$ cat config.mk
export PLATFORM = sky130hd
export DESIGN_NAME = sdc_dat_resp_rcv_flat
export DESIGN_NICKNAME = d
export VERILOG_FILES = /design/src/rtl/sdc_pkg.sv /design/src/rtl/sdc_dat_resp_rcv_if.sv /design/src/rtl/sdc_tmo_cntr.sv /design/src/rtl/sdc_dat_resp_rcv.sv /design/src/flat_wrapper.sv
export SDC_FILE = /design/constraint.sdc
export NUM_CORES = 1
export LEC_CHECK = 0
export BUFFER_PORTS_ARGS = -buffer_cell sky130_fd_sc_hd__buf_2
export CORE_MARGIN = 4
export CORE_UTILIZATION = 40
export CTS_CLUSTER_SIZE = 20
export DETAILED_ROUTE_END_ITERATION = 7
export GPL_TIMING_DRIVEN = 0
export PLACE_DENSITY = 0.6
export SETUP_SLACK_MARGIN = 0.3
export SYNTH_ARGS = -nofsm -noshare
export SYNTH_HDL_FRONTEND = slang
export SYNTH_SLANG_ARGS = --single-unit
$ cat constraint.sdc
create_clock -name sd_clk -period 4.3 [get_ports sd_clk]
set_input_delay 1.29 -clock sd_clk [delete_from_list [all_inputs] [get_ports sd_clk]]
set_output_delay 1.29 -clock sd_clk [all_outputs]
set_load 0.05 [all_outputs]
$ cat src/rtl/sdc_pkg.sv
// Shared types for the SD data-response receiver: FSM encoding, CRC status
// token codes and the token decode used to build the status levels.
package sdc_pkg;

  typedef enum logic [2:0] {
    IDLE    = 3'd0,
    WAIT_ST = 3'd1,
    STAT    = 3'd2,
    ENDB    = 3'd3,
    RESP    = 3'd4,
    BUSY    = 3'd5
  } rcv_state_e;

  localparam logic [2:0] TOK_ACCEPT  = 3'b010;
  localparam logic [2:0] TOK_CRC_ERR = 3'b101;
  localparam logic [2:0] TOK_WR_ERR  = 3'b110;

  typedef struct packed {
    logic crc_ok;
    logic crc_err;
    logic wr_err;
    logic frm_err;
  } tok_stat_t;

  // Only an accept needs a good end bit; the error codes are reported as seen
  // so the controller still learns what the card tried to say.
  function automatic tok_stat_t tok_decode(input logic [2:0] code, input logic end_ok);
    tok_stat_t s;
    s.crc_ok  = end_ok && (code == TOK_ACCEPT);
    s.crc_err = (code == TOK_CRC_ERR);
    s.wr_err  = (code == TOK_WR_ERR);
    s.frm_err = !end_ok || !(code inside {TOK_ACCEPT, TOK_CRC_ERR, TOK_WR_ERR});
    return s;
  endfunction

endpackage

$ cat src/rtl/sdc_dat_resp_rcv_if.sv
// Handshake between the write controller (master) and the response receiver
// (slave): arm strobe and DAT0 in, token status and busy tracking out.
interface sdc_dat_resp_rcv_if;
  logic       arm_strb;
  logic       D0_in;
  logic       resp_vld;
  logic [2:0] resp_code;
  logic       crc_ok;
  logic       crc_err;
  logic       wr_err;
  logic       frm_err;
  logic       resp_tmo;
  logic       wr_busy;
  logic       busy_tmo;
  logic       wr_done;

  modport master (
    output arm_strb, D0_in,
    input  resp_vld, resp_code, crc_ok, crc_err, wr_err, frm_err,
    input  resp_tmo, wr_busy, busy_tmo, wr_done
  );

  modport slave (
    input  arm_strb, D0_in,
    output resp_vld, resp_code, crc_ok, crc_err, wr_err, frm_err,
    output resp_tmo, wr_busy, busy_tmo, wr_done
  );
endinterface

$ cat src/rtl/sdc_tmo_cntr.sv
// Clear/enable saturating cycle counter with a compare-to-limit strobe,
// shared by the token wait and the write-busy phases.
module sdc_tmo_cntr #(
  parameter int unsigned CW = 24
) (
  input  logic          sd_clk,
  input  logic          reset,
  input  logic          clr,
  input  logic          en,
  input  logic [CW-1:0] limit,
  output logic [CW-1:0] cnt,
  output logic          hit
);

  always_ff @(posedge sd_clk) begin
    if (reset || clr)
      cnt <= '0;
    else if (en && (cnt != '1))
      cnt <= cnt + CW'(1);
  end

  assign hit = en && (cnt == limit);

endmodule

$ cat src/rtl/sdc_dat_resp_rcv.sv
// SD single-block write response receiver: catches the CRC status token on
// DAT0 after the data block, then tracks card busy until DAT0 is released.
module sdc_dat_resp_rcv
  import sdc_pkg::*;
#(
  parameter int unsigned CW         = 24,
  parameter int unsigned RESP_TMO   = 64,
  parameter int unsigned BUSY_GRACE = 2,
  parameter int unsigned BUSY_TMO   = 24'hFFFFFF
) (
  input  logic                 sd_clk,
  input  logic                 reset,
  sdc_dat_resp_rcv_if.slave    bus
);

  rcv_state_e state;
  logic       d0_z1;
  logic [1:0] bit_idx;
  logic [2:0] resp_code;
  tok_stat_t  stat;
  logic       resp_vld, resp_tmo, wr_busy, busy_tmo, wr_done;

  logic          cnt_en, cnt_clr, cnt_hit, in_grace;
  logic [CW-1:0] cnt, cnt_lim;

  // RESP is the first busy cycle (the one carrying resp_vld), so it counts
  // toward the grace window and the busy timeout just like BUSY.
  assign cnt_en   = state inside {WAIT_ST, RESP, BUSY};
  assign cnt_clr  = !cnt_en;
  assign cnt_lim  = (state == WAIT_ST) ? CW'(RESP_TMO - 1) : CW'(BUSY_TMO - 1);
  assign in_grace = (cnt < CW'(BUSY_GRACE));

  sdc_tmo_cntr #(.CW(CW)) u_cntr (
    .sd_clk (sd_clk),
    .reset  (reset),
    .clr    (cnt_clr),
    .en     (cnt_en),
    .limit  (cnt_lim),
    .cnt    (cnt),
    .hit    (cnt_hit)
  );

  always_ff @(posedge sd_clk) begin
    if (reset) begin
      state     <= IDLE;
      d0_z1     <= 1'b1;
      bit_idx   <= '0;
      resp_code <= '0;
      stat      <= '0;
      resp_vld  <= 1'b0;
      resp_tmo  <= 1'b0;
      wr_busy   <= 1'b0;
      busy_tmo  <= 1'b0;
      wr_done   <= 1'b0;
    end else begin
      d0_z1    <= bus.D0_in;
      resp_vld <= 1'b0;
      resp_tmo <= 1'b0;
      busy_tmo <= 1'b0;
      wr_done  <= 1'b0;
      case (state)
        IDLE: begin
          if (bus.arm_strb) begin
            state     <= WAIT_ST;
            resp_code <= '0;
            stat      <= '0;
          end
        end
        WAIT_ST: begin
          if (!d0_z1) begin
            state   <= STAT;
            bit_idx <= '0;
          end else if (cnt_hit) begin
            resp_tmo <= 1'b1;
            state    <= IDLE;
          end
        end
        STAT: begin
          resp_code <= {resp_code[1:0], d0_z1};
          bit_idx   <= bit_idx + 2'd1;
          if (bit_idx == 2'd2)
            state <= ENDB;
        end
        ENDB: begin
          resp_vld <= 1'b1;
          stat     <= tok_decode(resp_code, d0_z1);
          state    <= RESP;
        end
        RESP, BUSY: begin
          state <= BUSY;
          if (!in_grace && d0_z1) begin
            wr_done <= 1'b1;
            wr_busy <= 1'b0;
            state   <= IDLE;
          end else if (cnt_hit) begin
            busy_tmo <= 1'b1;
            wr_busy  <= 1'b0;
            state    <= IDLE;
          end else begin
            wr_busy <= !in_grace;
          end
        end
        default: state <= IDLE;
      endcase
    end
  end

  assign bus.resp_vld  = resp_vld;
  assign bus.resp_code = resp_code;
  assign bus.crc_ok    = stat.crc_ok;
  assign bus.crc_err   = stat.crc_err;
  assign bus.wr_err    = stat.wr_err;
  assign bus.frm_err   = stat.frm_err;
  assign bus.resp_tmo  = resp_tmo;
  assign bus.wr_busy   = wr_busy;
  assign bus.busy_tmo  = busy_tmo;
  assign bus.wr_done   = wr_done;

endmodule

$ cat src/flat_wrapper.sv
// flat-port wrapper written by rule: the top's interface ports become plain ports
module sdc_dat_resp_rcv_flat import sdc_pkg::*;
#(
  parameter int unsigned CW         = 24,
  parameter int unsigned RESP_TMO   = 64,
  parameter int unsigned BUSY_GRACE = 2,
  parameter int unsigned BUSY_TMO   = 24'hFFFFFF
)
  (sd_clk, reset, bus_arm_strb, bus_D0_in, bus_resp_vld, bus_resp_code, bus_crc_ok, bus_crc_err, bus_wr_err, bus_frm_err, bus_resp_tmo, bus_wr_busy, bus_busy_tmo, bus_wr_done);
  sdc_dat_resp_rcv_if bus_i ();
  input  logic sd_clk;
  input  logic reset;
  input wire logic [$bits(bus_i.arm_strb)-1:0] bus_arm_strb;
  input wire logic [$bits(bus_i.D0_in)-1:0] bus_D0_in;
  output wire logic [$bits(bus_i.resp_vld)-1:0] bus_resp_vld;
  output wire logic [$bits(bus_i.resp_code)-1:0] bus_resp_code;
  output wire logic [$bits(bus_i.crc_ok)-1:0] bus_crc_ok;
  output wire logic [$bits(bus_i.crc_err)-1:0] bus_crc_err;
  output wire logic [$bits(bus_i.wr_err)-1:0] bus_wr_err;
  output wire logic [$bits(bus_i.frm_err)-1:0] bus_frm_err;
  output wire logic [$bits(bus_i.resp_tmo)-1:0] bus_resp_tmo;
  output wire logic [$bits(bus_i.wr_busy)-1:0] bus_wr_busy;
  output wire logic [$bits(bus_i.busy_tmo)-1:0] bus_busy_tmo;
  output wire logic [$bits(bus_i.wr_done)-1:0] bus_wr_done;
  assign bus_i.arm_strb = bus_arm_strb;
  assign bus_i.D0_in = bus_D0_in;
  assign bus_resp_vld = bus_i.resp_vld;
  assign bus_resp_code = bus_i.resp_code;
  assign bus_crc_ok = bus_i.crc_ok;
  assign bus_crc_err = bus_i.crc_err;
  assign bus_wr_err = bus_i.wr_err;
  assign bus_frm_err = bus_i.frm_err;
  assign bus_resp_tmo = bus_i.resp_tmo;
  assign bus_wr_busy = bus_i.wr_busy;
  assign bus_busy_tmo = bus_i.busy_tmo;
  assign bus_wr_done = bus_i.wr_done;
  sdc_dat_resp_rcv #(.CW(CW), .RESP_TMO(RESP_TMO), .BUSY_GRACE(BUSY_GRACE), .BUSY_TMO(BUSY_TMO)) u_core (.sd_clk(sd_clk), .reset(reset), .bus(bus_i));
endmodule
==> metrics.yaml, run 1 <==
die:
  chipHeight_um: 79.6
  coreArea_um2: 4850
  dieArea_um2: 6340
  floorplan.initialDensity: 0.423
  placement_rows: 25
  die_width_um: 79.6
  design.portCount: 16
logic_synthesis:
  syn_avg_cell_area_um2: 8.51
  synth-seq-cells: 42
  synth_edf_count: 0
  ys_types: 50
  syn-instance-count: 241
  synth_seq_area_share: 0.410
  synth_top_flop_cell: "sky130_fd_sc_hd__dfxtp_1"
  syn_area_um2: 2050
  async_flop_share: 0
  synth_nets: 247
  ys.warnings.count: 0
timing:
  final_hold_viol_count: 0
  final_clock_skew_ps: 5.78
  slew_headroom: 0.641
  layout_min_cycle_time_ps: 2300
  worst_hold_slack_ps: 449
  timing.final.max_slew_violations: 0
  rsz0062_at_grt: "no"
  achievable-frequency_mhz: 435
  final_min_period_over_clock_period: 0.535
  timing.final.setup_violations: 0
  setup_slack_ps: 2000
  worstMarginPinSlew_ps: 524
  fin_tns_setup_ps: 0
cells_and_area:
  syn2layout_area_growth_pct: 12.0
  antennaDiodeCount: 0
  fin_area_um2: 2300
  drive_above_1_share: 0.129
  fillerInstances: 499
  fin_nets: 269
  layoutNonFillerInstCount: 331
setup_path:
  path_buf_inv: 1
  worst-setup-path-type: "reg2out"
  slowest_delay_ps: 420
  critical_path_arrival_ps: 1010
  reg2reg_depth: 7
  crit_end: "bus_resp_code[0]"
  timing.critical_path.from_type: "register"
  timing.critical_path.from: "u_core.bus.resp_code[0]$_SDFFE_PP0P_"
  worstSetupEndpointType: "output port"
  cp_max_fo: 6
  crit_path_cell_trace: "buf_2"
  worstPathRequired_ps: 3010
  r2r_slack_ps: 2210
  timing.critical_path.slowest_stage_cell: "sky130_fd_sc_hd__dfxtp_1"
  worst_reg2reg_path_startpoint: "u_core.u_cntr.cnt[10]$_SDFFE_PP0P_"
  critical_path.top_delay_family: "flip-flops"
  cp.depth: 1
  endpoint_of_the_most_critical_register_to_register_path: "u_core.u_cntr.cnt[0]$_SDFFE_PP0P_"
place:
  gp_congestion: 0.816
  hpwl_um: 3200
  place.detailed.instances: 323
  io_buffer_count: 15
  post_dp_cell_area_um2: 2210
  dpl_worst_slack_ps: 1840
power:
  netSwitchingPower_mw: 0.175
  power_share_of_the_sequential_group: 0.567
  static-leakage-power_nw: 0.753
  clock_power_share: 0.356
  cell_internal_pwr_mw: 0.527
  power_density_nw_per_um2: 306
  power.share.switching: 0.250
  power.share.combinational: 0.077
  irDropWorstVdd_uv: 133
global_routing:
  combined_global_route_utilization_of_all_metal_layers: 0.154
  grt_max_degree: 14
  grt_pass1_vias: 1648
  gr-total-overflow: 0
  grt_first_pass_wirelength_um: 7810
  antenna_found_initial: 0
cts:
  clk_root_buffer_cell: "sky130_fd_sc_hd__clkbuf_8"
  post_cts_resize_count: 0
  postCtsSetupRepairBufs: 0
  clkTransAtPathRegs_ps: 80
  clockBufferDepth: 2
  cts_hold_repair.buffers: 0
  cts_made_buffers: 5
  cts_sinks: 42
  source_to_sink_clock_delay_at_the_later_pin_of_the_worst_skew_pair_ps: 290
  h-tree-depth: 2
  cts_tree: "yes"
route:
  tritonroute_pass_1_iters: 4
  drt.antenna.violating_nets: 0
  route.detailed.wl_per_inst_um: 13.9
  drtIter0Drc: 95
  number_of_design_rule_violations_left_after_detail_routing: 0
  route.vias.total: 1866
  via_per_inst: 5.64
  routed_wirelength_um: 4590
hold_path:
  min-delay-path-class: "reg2reg"
flow_run:
  drv.max_cap_violation_count: 0
status:
  outcome: "finished, final reports clean"
==> placed cells by master (no fill, tap or decap), types with 3 or more instances in the layout <==
cell	count
sky130_fd_sc_hd__a2111oi_0	4
sky130_fd_sc_hd__a21oi_1	11
sky130_fd_sc_hd__a22oi_1	4
sky130_fd_sc_hd__a31oi_1	3
sky130_fd_sc_hd__and2_1	4
sky130_fd_sc_hd__and4_1	4
sky130_fd_sc_hd__buf_2	16
sky130_fd_sc_hd__clkbuf_1	10
sky130_fd_sc_hd__clkbuf_8	5
sky130_fd_sc_hd__dfxtp_1	42
sky130_fd_sc_hd__inv_1	3
sky130_fd_sc_hd__nand2_1	20
sky130_fd_sc_hd__nand3_1	8
sky130_fd_sc_hd__nand4_1	9
sky130_fd_sc_hd__nor2_1	29
sky130_fd_sc_hd__nor2b_1	3
sky130_fd_sc_hd__nor3_1	7
sky130_fd_sc_hd__nor4_1	9
sky130_fd_sc_hd__o21ai_0	7
sky130_fd_sc_hd__or3_1	7
sky130_fd_sc_hd__or4_1	3
sky130_fd_sc_hd__xnor2_1	14
==> final cells by class <==
| class | instances | area, µm² | area share |
|---|---|---|---|
| Inverter | 3 | 11.3 | 0.00490 |
| Multi-Input combinational cell | 185 | 1150 | 0.502 |
| Buffer | 11 | 46.3 | 0.0202 |
| Clock buffer | 6 | 72.6 | 0.0316 |
| Timing Repair Buffer | 15 | 75.1 | 0.0327 |
| Tap cell | 67 | 83.8 | 0.0365 |
| Sequential cell | 42 | 841 | 0.366 |
| Clock inverter | 2 | 13.8 | 0.00599 |
==> worst register-to-register path, cell delays in order, from the launching register on <==
cell and delay (ps):
sky130_fd_sc_hd__dfxtp_1 310, sky130_fd_sc_hd__clkbuf_1 240, sky130_fd_sc_hd__nand4_1 270, sky130_fd_sc_hd__nor4_4 480, sky130_fd_sc_hd__buf_4 260, sky130_fd_sc_hd__nand3_1 170, sky130_fd_sc_hd__xnor2_1 200, sky130_fd_sc_hd__nor2_1 50
==> logic make-up (layout without fill, tap and decap cells) <==
family / Yosys count / after routing / synth area share
simple gates: 121 / 121 / 0.325
buf+inv: 14 / 37 / 0.0281
mux: 2 / 2 / 0.0104
flops: 42 / 42 / 0.410
xor+xnor: 14 / 14 / 0.0598
fa+ha+maj: 2 / 2 / 0.0122
compound gates: 46 / 46 / 0.155
==> Yosys cell counts (all sizes together) (3+ instances only) <==
cell | n | area, µm²
nand4 | 9 | 56.3
and2 | 5 | 31.3
and4 | 4 | 35.0
nand2 | 20 | 75.1
xnor2 | 14 | 123
inv | 3 | 11.3
a31oi | 3 | 18.8
nor4 | 10 | 77.6
clkbuf | 9 | 33.8
a21oi | 11 | 55.1
nand3 | 8 | 40.0
a2111oi | 4 | 35.0
or2 | 3 | 18.8
or4 | 4 | 33.8
nor2 | 29 | 109
dfxtp | 42 | 841
a22oi | 4 | 30.0
nor2b | 3 | 18.8
o21ai | 7 | 35.0
nor3 | 7 | 35.0
and3 | 3 | 20.0
or3 | 7 | 43.8
==> metrics by stage <==
step                      utilization  power, mW
after global placement          0.456      0.460
after CTS                       0.474      0.714
after floorplan                     -      0.446
after detailed placement        0.456      0.461
after global routing            0.474      0.736
final                           0.474      0.702
==> worst min-delay path by stage <==
stage	cells after the start	to	from
after detailed placement	2	u_core.bus.crc_ok$_SDFFE_PP0P_	u_core.bus.crc_ok$_SDFFE_PP0P_
after global placement	2	u_core.bus.crc_ok$_SDFFE_PP0P_	u_core.bus.crc_ok$_SDFFE_PP0P_
after global routing	2	u_core.bus.crc_ok$_SDFFE_PP0P_	u_core.bus.crc_ok$_SDFFE_PP0P_
after floorplan	1	u_core.bit_idx[0]$_SDFFE_PP0P_	u_core.bit_idx[0]$_SDFFE_PP0P_
after CTS	2	u_core.bus.crc_ok$_SDFFE_PP0P_	u_core.bus.crc_ok$_SDFFE_PP0P_
final	2	u_core.bus.crc_ok$_SDFFE_PP0P_	u_core.bus.crc_ok$_SDFFE_PP0P_
==> per-layer routing <==
metal | part of all wire | up-vias | global-route usage
met5 | 0 | - | 0
met4 | 0.019 | 0 | 0.0601
li1 | - | 936 | -
met1 | 0.48 | 859 | 0.204
met2 | 0.45 | 58 | 0.238
met3 | 0.057 | 13 | 0.0384
==> power by group through the flow <==
| stage | registers, mW | logic (mW) | clock network, mW |
|---|---|---|---|
| CTS | 0.398 | 0.0544 | 0.261 |
| floorplan | 0.408 | 0.0380 | 0 |
| global route | 0.399 | 0.0606 | 0.277 |
| finish | 0.398 | 0.0539 | 0.250 |
| global placement | 0.407 | 0.0534 | 0 |
| detailed placement | 0.407 | 0.0542 | 0 |
==> registers in the layout, indices dropped and copies added (netlist names) <==
register and count:
u_core.state 3, u_core.bus.crc_err 1, u_core.bus.resp_vld 1, u_core.bus.resp_code 3, u_core.bus.wr_done 1, u_core.bus.wr_err 1
u_core.bus.frm_err 1, u_core.bus.busy_tmo 1, u_core.u_cntr.cnt 24, u_core.bus.resp_tmo 1, u_core.d0_z1 1, u_core.bus.crc_ok 1
u_core.bit_idx 2, u_core.bus.wr_busy 1
No activity file was read; power rests on OpenSTA's default activity.
==> inputs of run 2 (changes only) <==
--- a/config.mk
+++ b/config.mk
@@ -11,7 +11,7 @@
 export CTS_CLUSTER_SIZE = 20
 export DETAILED_ROUTE_END_ITERATION = 7
 export GPL_TIMING_DRIVEN = 0
-export PLACE_DENSITY = 0.6
+export PLACE_DENSITY = 0.62
 export SETUP_SLACK_MARGIN = 0.3
 export SYNTH_ARGS = -nofsm -noshare
 export SYNTH_HDL_FRONTEND = slang
==> constraint.sdc (replaced) <==
create_clock -name sd_clk -period 2 [get_ports sd_clk]
set_input_delay 0.6 -clock sd_clk [delete_from_list [all_inputs] [get_ports sd_clk]]
set_output_delay 0.6 -clock sd_clk [all_outputs]
set_load 0.05 [all_outputs]
==> metrics.yaml, run 2 (synthesis results as in run 1) <==
setup_path:
  worstSetupEndpointType: "register"
  worstPathRequired_ps: 2230  # -780 ps
  critical_path_arrival_ps: 2060  # +1050 ps
  worst-setup-path-type: "reg2reg"
  timing.critical_path.from_type: "register"
  cp_max_fo: 3  # -3
power:
  netSwitchingPower_mw: 0.399  # +130%
  power.share.combinational: 0.086  # +0.009
  cell_internal_pwr_mw: 1.17  # +120%
  power_share_of_the_sequential_group: 0.543  # -0.024
  static-leakage-power_nw: 0.952  # +26%
  irDropWorstVdd_uv: 506  # +280%
  clock_power_share: 0.371  # +0.015
  power_density_nw_per_um2: 553  # +81%
  total_power_mw: 1.57  # +120%
  power.share.switching: 0.254  # +0.00476
status:
  outcome: "finished, final reports clean"
timing:
  final_min_period_over_clock_period: 0.915
  setup_slack_ps: 170  # -1830 ps
  layout_min_cycle_time_ps: 1830
  slew_headroom: 0.608  # -0.0334
  worst_hold_slack_ps: 459  # +10.3 ps
  timing.final.setup_violations: 0  # unchanged
  final_hold_viol_count: 0  # unchanged
  worstMarginPinSlew_ps: 586  # +61.5 ps
  final_clock_skew_ps: 2.67  # -3.11 ps
  rsz0062_at_grt: "yes"
  timing.final.max_slew_violations: 0  # unchanged
  fin_tns_setup_ps: 0  # unchanged
  achievable-frequency_mhz: 547
flow_run:
  drv.max_cap_violation_count: 0  # unchanged
die:
  chipHeight_um: 79.6  # unchanged
  die_width_um: 79.6  # unchanged
  placement_rows: 25  # unchanged
  dieArea_um2: 6340  # unchanged
  floorplan.initialDensity: 0.423  # unchanged
  design.portCount: 16  # unchanged
  coreArea_um2: 4850  # unchanged
cells_and_area:
  antennaDiodeCount: 0  # unchanged
  largest_register_ff_count: 24  # unchanged
  utilization: 0.585  # +0.111
  final_cell_mix: "sky130_fd_sc_hd__nor2_1, sky130_fd_sc_hd__dfxtp_1, sky130_fd_sc_hd__nand2_1"
  top_register: "u_core.u_cntr.cnt"
  layout.cells.most_common: "sky130_fd_sc_hd__nor2_1"
  drive_above_1_share: 0.415  # +0.286
  top_regs: "u_core.u_cntr.cnt x24, u_core.bus.resp_code x3, u_core.state x3"
  fin_nets: 287  # +6.7%
  syn2layout_area_growth_pct: 38.3
cts:
  cts_made_buffers: 5  # unchanged
  source_to_sink_clock_delay_at_the_later_pin_of_the_worst_skew_pair_ps: 290  # about the same
  clkTransAtPathRegs_ps: 80  # about the same
  clockBufferDepth: 2  # unchanged
  h-tree-depth: 2  # unchanged
  cts_sinks: 42  # unchanged
  cts_tree: "yes"
  clk_root_buffer_cell: "sky130_fd_sc_hd__clkbuf_8"
route:
  via_per_inst: 5.85  # +3.8%
  drt.antenna.violating_nets: 0  # unchanged
  drtIter0Drc: 105  # +11%
  number_of_design_rule_violations_left_after_detail_routing: 0  # unchanged
  route.detailed.wl_per_inst_um: 16.5  # +19%
  routed_wirelength_um: 5760  # +26%
  tritonroute_pass_1_iters: 4  # unchanged
  route.vias.total: 2043  # +9.5%
place:
  gp_congestion: 0.864  # +5.9%
  io_buffer_count: 15  # unchanged
  dpl_worst_slack_ps: -24.1  # -1870 ps
  hpwl_um: 3310  # +3.5%
hold_path:
  min-delay-path-class: "reg2reg"
global_routing:
  grt_max_degree: 14  # unchanged
  grt_pass1_vias: 1927  # +17%
  grt_first_pass_wirelength_um: 8560  # +9.6%
  antenna_found_initial: 0  # unchanged
  gr-total-overflow: 0  # unchanged
  combined_global_route_utilization_of_all_metal_layers: 0.172  # +0.0178
[run 2: critical path, cell delays in order, from the launching register on]
cell and delay [ps]:
sky130_fd_sc_hd__dfxtp_2 340, sky130_fd_sc_hd__buf_8 90, sky130_fd_sc_hd__buf_4 100, sky130_fd_sc_hd__and4_1 200
sky130_fd_sc_hd__nand4_1 140, sky130_fd_sc_hd__or3_1 420, sky130_fd_sc_hd__or3_4 350, sky130_fd_sc_hd__a21oi_2 120
[run 2: layer usage]
metal  GRT usage  vias up  wire length, µm
met5           0        -                0
met1       0.195     1003             2410
li1            -      967                -
met4      0.0893        0              145
met2       0.299       59             2900
met3      0.0361       14              298
[run 2: final timing paths]
path | startpoint | endpoint | slack [ps] | cells past startpoint
max | u_core.u_cntr.cnt[10]$_SDFFE_PP0P_ | u_core.u_cntr.cnt[23]$_SDFFE_PP0P_ | 170 | 7
min | u_core.bus.crc_err$_SDFFE_PP0P_ | u_core.bus.crc_err$_SDFFE_PP0P_ | 460 | 2
max reg2reg | u_core.u_cntr.cnt[10]$_SDFFE_PP0P_ | u_core.u_cntr.cnt[23]$_SDFFE_PP0P_ | 170 | 7
min reg2reg | u_core.bus.crc_err$_SDFFE_PP0P_ | u_core.bus.crc_err$_SDFFE_PP0P_ | 460 | 2
[run 2: repair_timing]
item,in CTS,in global routing
resized for setup,42,64
pin swaps,12,23
endpoints found under the setup margin,30,35
hold buffers,0,0
setup buffers,12,5
gates cloned,1,0
[run 2: area by class of cell]
class,count,area (µm²)
sequential,42,880
buffer,11,81.3
fill,426,2010
inverter,3,11.3
tap,67,83.8
clock inverter,2,12.5
clock buffer,6,82.6
multi-input combinational,186,1470
timing repair buffer,32,214
[run 2: power groups by stage]
stage / Clock [mW] / Combinational (mW) / Sequential (mW)
global placement: 0 / 0.115 / 0.875
CTS: 0.598 / 0.123 / 0.856
finish: 0.582 / 0.135 / 0.851
global route: 0.626 / 0.147 / 0.852
detailed placement: 0 / 0.116 / 0.875
floorplan: 0 / 0.0817 / 0.877
[run 2: metrics by stage]
step                area [µm²]  std cells
floorplan                 2050        241
global placement          2210        323
detailed placement        2210        323
CTS                       2540        344
global route              2840        349
finish                    2840        349
==> inputs of run 3 (changes only) <==
--- a/config.mk
+++ b/config.mk
@@ -6,7 +6,6 @@
 export NUM_CORES = 1
 export LEC_CHECK = 0
 export BUFFER_PORTS_ARGS = -buffer_cell sky130_fd_sc_hd__buf_2
-export CORE_MARGIN = 4
 export CORE_UTILIZATION = 40
 export CTS_CLUSTER_SIZE = 20
 export DETAILED_ROUTE_END_ITERATION = 7
==> metrics.yaml, run 3 (synthesis results as in run 1) <==
cells_and_area:
  top_regs: "u_core.u_cntr.cnt x24, u_core.bus.resp_code x3, u_core.state x3"
  fin_nets: 295  # +2.8%
  largest_register_ff_count: 24  # unchanged
  top_register: "u_core.u_cntr.cnt"
  antennaDiodeCount: 0  # unchanged
  drive_above_1_share: 0.421  # +0.00580
  layout.cells.most_common: "sky130_fd_sc_hd__nor2_1"
  final_cell_mix: "sky130_fd_sc_hd__nor2_1, sky130_fd_sc_hd__dfxtp_1, sky130_fd_sc_hd__buf_4"
  syn2layout_area_growth_pct: 41.5
power:
  irDropWorstVdd_uv: 405  # -20%
  clock_power_share: 0.366  # -0.005
  power_density_nw_per_um2: 538  # -2.7%
  power_share_of_the_sequential_group: 0.544  # about the same
  cell_internal_pwr_mw: 1.14  # -2.1%
  static-leakage-power_nw: 0.976  # +2.6%
  netSwitchingPower_mw: 0.416  # +4.3%
  power.share.switching: 0.266  # +0.0121
  total_power_mw: 1.56  # -0.46%
  power.share.combinational: 0.090  # +0.004
die:
  placement_rows: 25  # unchanged
  design.portCount: 16  # unchanged
  die_width_um: 73.6  # -7.5%
  floorplan.initialDensity: 0.426  # +0.00275
  dieArea_um2: 5420  # -15%
  chipHeight_um: 73.6  # -7.5%
  coreArea_um2: 4820  # -0.65%
global_routing:
  grt_pass1_vias: 1944  # +0.88%
  combined_global_route_utilization_of_all_metal_layers: 0.214  # +0.0428
  grt_first_pass_wirelength_um: 9070  # +5.9%
  grt_max_degree: 16  # +2
  gr-total-overflow: 0  # unchanged
  globalRouteMet3Util: 0.0384  # +0.00229
  gr-max-usage-layer: "met2"
  grt_util_met2: 0.373  # +0.0743
  globalRouteMet1Util: 0.267  # +0.0717
  antenna_found_initial: 0  # unchanged
timing:
  timing.final.max_slew_violations: 0  # unchanged
  timing.final.setup_violations: 0  # unchanged
  layout_min_cycle_time_ps: 1870  # +39.8 ps
  final_min_period_over_clock_period: 0.935  # +0.0199
  slew_headroom: 0.661  # +0.0530
  worst_hold_slack_ps: 456  # -3.71 ps
  rsz0062_at_grt: "yes"
  worstMarginPinSlew_ps: 509  # -77.3 ps
  final_hold_viol_count: 0  # unchanged
  achievable-frequency_mhz: 535  # -2.1%
  final_clock_skew_ps: 6.36  # +3.69 ps
route:
  drt.antenna.violating_nets: 0  # unchanged
  drtIter0Drc: 75  # -29%
  route.vias.total: 1983  # -2.9%
  via_per_inst: 5.55  # -5.1%
  routed_wirelength_um: 5460  # -5.1%
  tritonroute_pass_1_iters: 4  # unchanged
  number_of_design_rule_violations_left_after_detail_routing: 0  # unchanged
  route.detailed.wl_per_inst_um: 15.3  # -7.2%
cts:
  clockBufferDepth: 2  # unchanged
  clkTransAtPathRegs_ps: 90  # about the same
  cts_made_buffers: 5  # unchanged
  cts_hold_repair.buffers: 0  # unchanged
  cts_tree: "yes"
  source_to_sink_clock_delay_at_the_later_pin_of_the_worst_skew_pair_ps: 290  # about the same
  clk_root_buffer_cell: "sky130_fd_sc_hd__clkbuf_8"
  cts_sinks: 42  # unchanged
  h-tree-depth: 2  # unchanged
setup_path:
  timing.critical_path.slowest_stage_cell: "sky130_fd_sc_hd__or4_4"
  critical_path.top_delay_family: "simple AND/OR/NAND/NOR gates"
  worst_reg2reg_path_startpoint: "u_core.u_cntr.cnt[3]$_SDFFE_PP0P_"
  reg2reg_depth: 4  # -3
  critical_path_arrival_ps: 2100  # +40 ps
  r2r_slack_ps: 130  # -40 ps
  worst_path_most_repeated_cell: "sky130_fd_sc_hd__or4_4"
  crit_path_cell_trace: "or4_4, or4_4, a211o_1, o22ai_2"
  cp_max_fo: 3  # unchanged
  worstSetupEndpointType: "register"
  slowest_delay_ps: 530  # +110 ps
  timing.critical_path.from_type: "register"
  path_buf_inv: 0  # -2
  worst-setup-path-type: "reg2reg"
  worstPathRequired_ps: 2230  # about the same
  endpoint_of_the_most_critical_register_to_register_path: "u_core.state[2]$_SDFFE_PP0P_"
place:
  hpwl_um: 3290  # -0.51%
  gp_congestion: 0.825  # -4.5%
  io_buffer_count: 15  # unchanged
hold_path:
  timing.hold.worst.start: "u_core.bus.crc_ok$_SDFFE_PP0P_"
  min_to: "u_core.bus.crc_ok$_SDFFE_PP0P_"
  min-delay-path-class: "reg2reg"
  worstHoldPathCells: 2  # unchanged
status:
  outcome: "finished, final reports clean"
flow_run:
  drv.max_cap_violation_count: 0  # unchanged
[run 3: cell count changes in the layout (fill, tap and decap cells not counted), moves of 2 or more]
cell and change:
sky130_fd_sc_hd__or3_1 +3, sky130_fd_sc_hd__clkbuf_8 -2, sky130_fd_sc_hd__a21oi_1 +5, sky130_fd_sc_hd__o31ai_1 +2
sky130_fd_sc_hd__o21ai_0 -3, sky130_fd_sc_hd__nand2_2 +2, sky130_fd_sc_hd__o31ai_2 -2, sky130_fd_sc_hd__a21oi_2 -5
sky130_fd_sc_hd__nand2_1 -2, sky130_fd_sc_hd__o21ai_1 +2, sky130_fd_sc_hd__or3_4 -3, sky130_fd_sc_hd__nor4_4 -2
sky130_fd_sc_hd__buf_6 +9
[run 3: final cells by class]
type / count / area (µm²)
inverter: 3 / 11.3
fill: 430 / 1920
tap: 67 / 83.8
clock inverter: 3 / 25.0
sequential: 42 / 883
clock buffer: 5 / 68.8
timing repair buffer: 41 / 308
multi-input combinational: 185 / 1440
buffer: 11 / 81.3
[run 3: tightest hold or removal path: cells and delay by family (launching register included)]
kind             cells  cell delay [ps]
flip-flops           1              320
AND/OR/NAND/NOR      1               50
AO/OA/AOI/OAI        1               50
[run 3: worst max-delay path by stage]
stage                                       startpoint                                  to  slack (ps)  cells past startpoint
finish               u_core.u_cntr.cnt[3]$_SDFFE_PP0P_        u_core.state[2]$_SDFFE_PP0P_         130                      4
global route        u_core.u_cntr.cnt[17]$_SDFFE_PP0P_  u_core.u_cntr.cnt[10]$_SDFFE_PP0P_          70                      9
CTS                  u_core.u_cntr.cnt[3]$_SDFFE_PP0P_        u_core.state[2]$_SDFFE_PP0P_          80                      4
detailed placement  u_core.u_cntr.cnt[10]$_SDFFE_PP0P_      u_core.bus.resp_tmo$_SDFF_PP0_          -4                      6
global placement    u_core.u_cntr.cnt[10]$_SDFFE_PP0P_   u_core.u_cntr.cnt[0]$_SDFFE_PP0P_         -20                      7
floorplan            u_core.u_cntr.cnt[3]$_SDFFE_PP0P_        u_core.state[2]$_SDFFE_PP0P_         290                      4
[run 3: power groups by stage]
stage / clock (mW) / combinational (mW) / sequential (mW)
after floorplan: 0 / 0.0817 / 0.877
after global placement: 0 / 0.115 / 0.875
after detailed placement: 0 / 0.115 / 0.875
after CTS: 0.591 / 0.127 / 0.855
after global routing: 0.626 / 0.155 / 0.851
final: 0.571 / 0.140 / 0.849
[run 3: metal layers]
metal	share of wire	vias up
li1	-	990
met1	0.46	938
met2	0.49	46
met3	0.034	9
met4	0.014	0
met5	0	-
[run 3: metrics by stage]
step / worst slack [ps] / std cells / setup TNS (ps) / instance area [µm²] / utilization
detailed placement: -3.95 / 323 / -3.95 / 2210 / 0.459
global route: 70.0 / 357 / 0 / 2900 / 0.602
CTS: 84.7 / 350 / 0 / 2700 / 0.559
global placement: -21.5 / 323 / -37.4 / 2210 / 0.459
finish: 130 / 357 / 0 / 2900 / 0.602
floorplan: 290 / 241 / 0 / 2050 / -
[run 3: timing repair]
action                                  CTS  global route
pin swaps                                26            20
buffers inserted                         19             7
resized for setup                        67            46
endpoints found under the setup margin   30            36
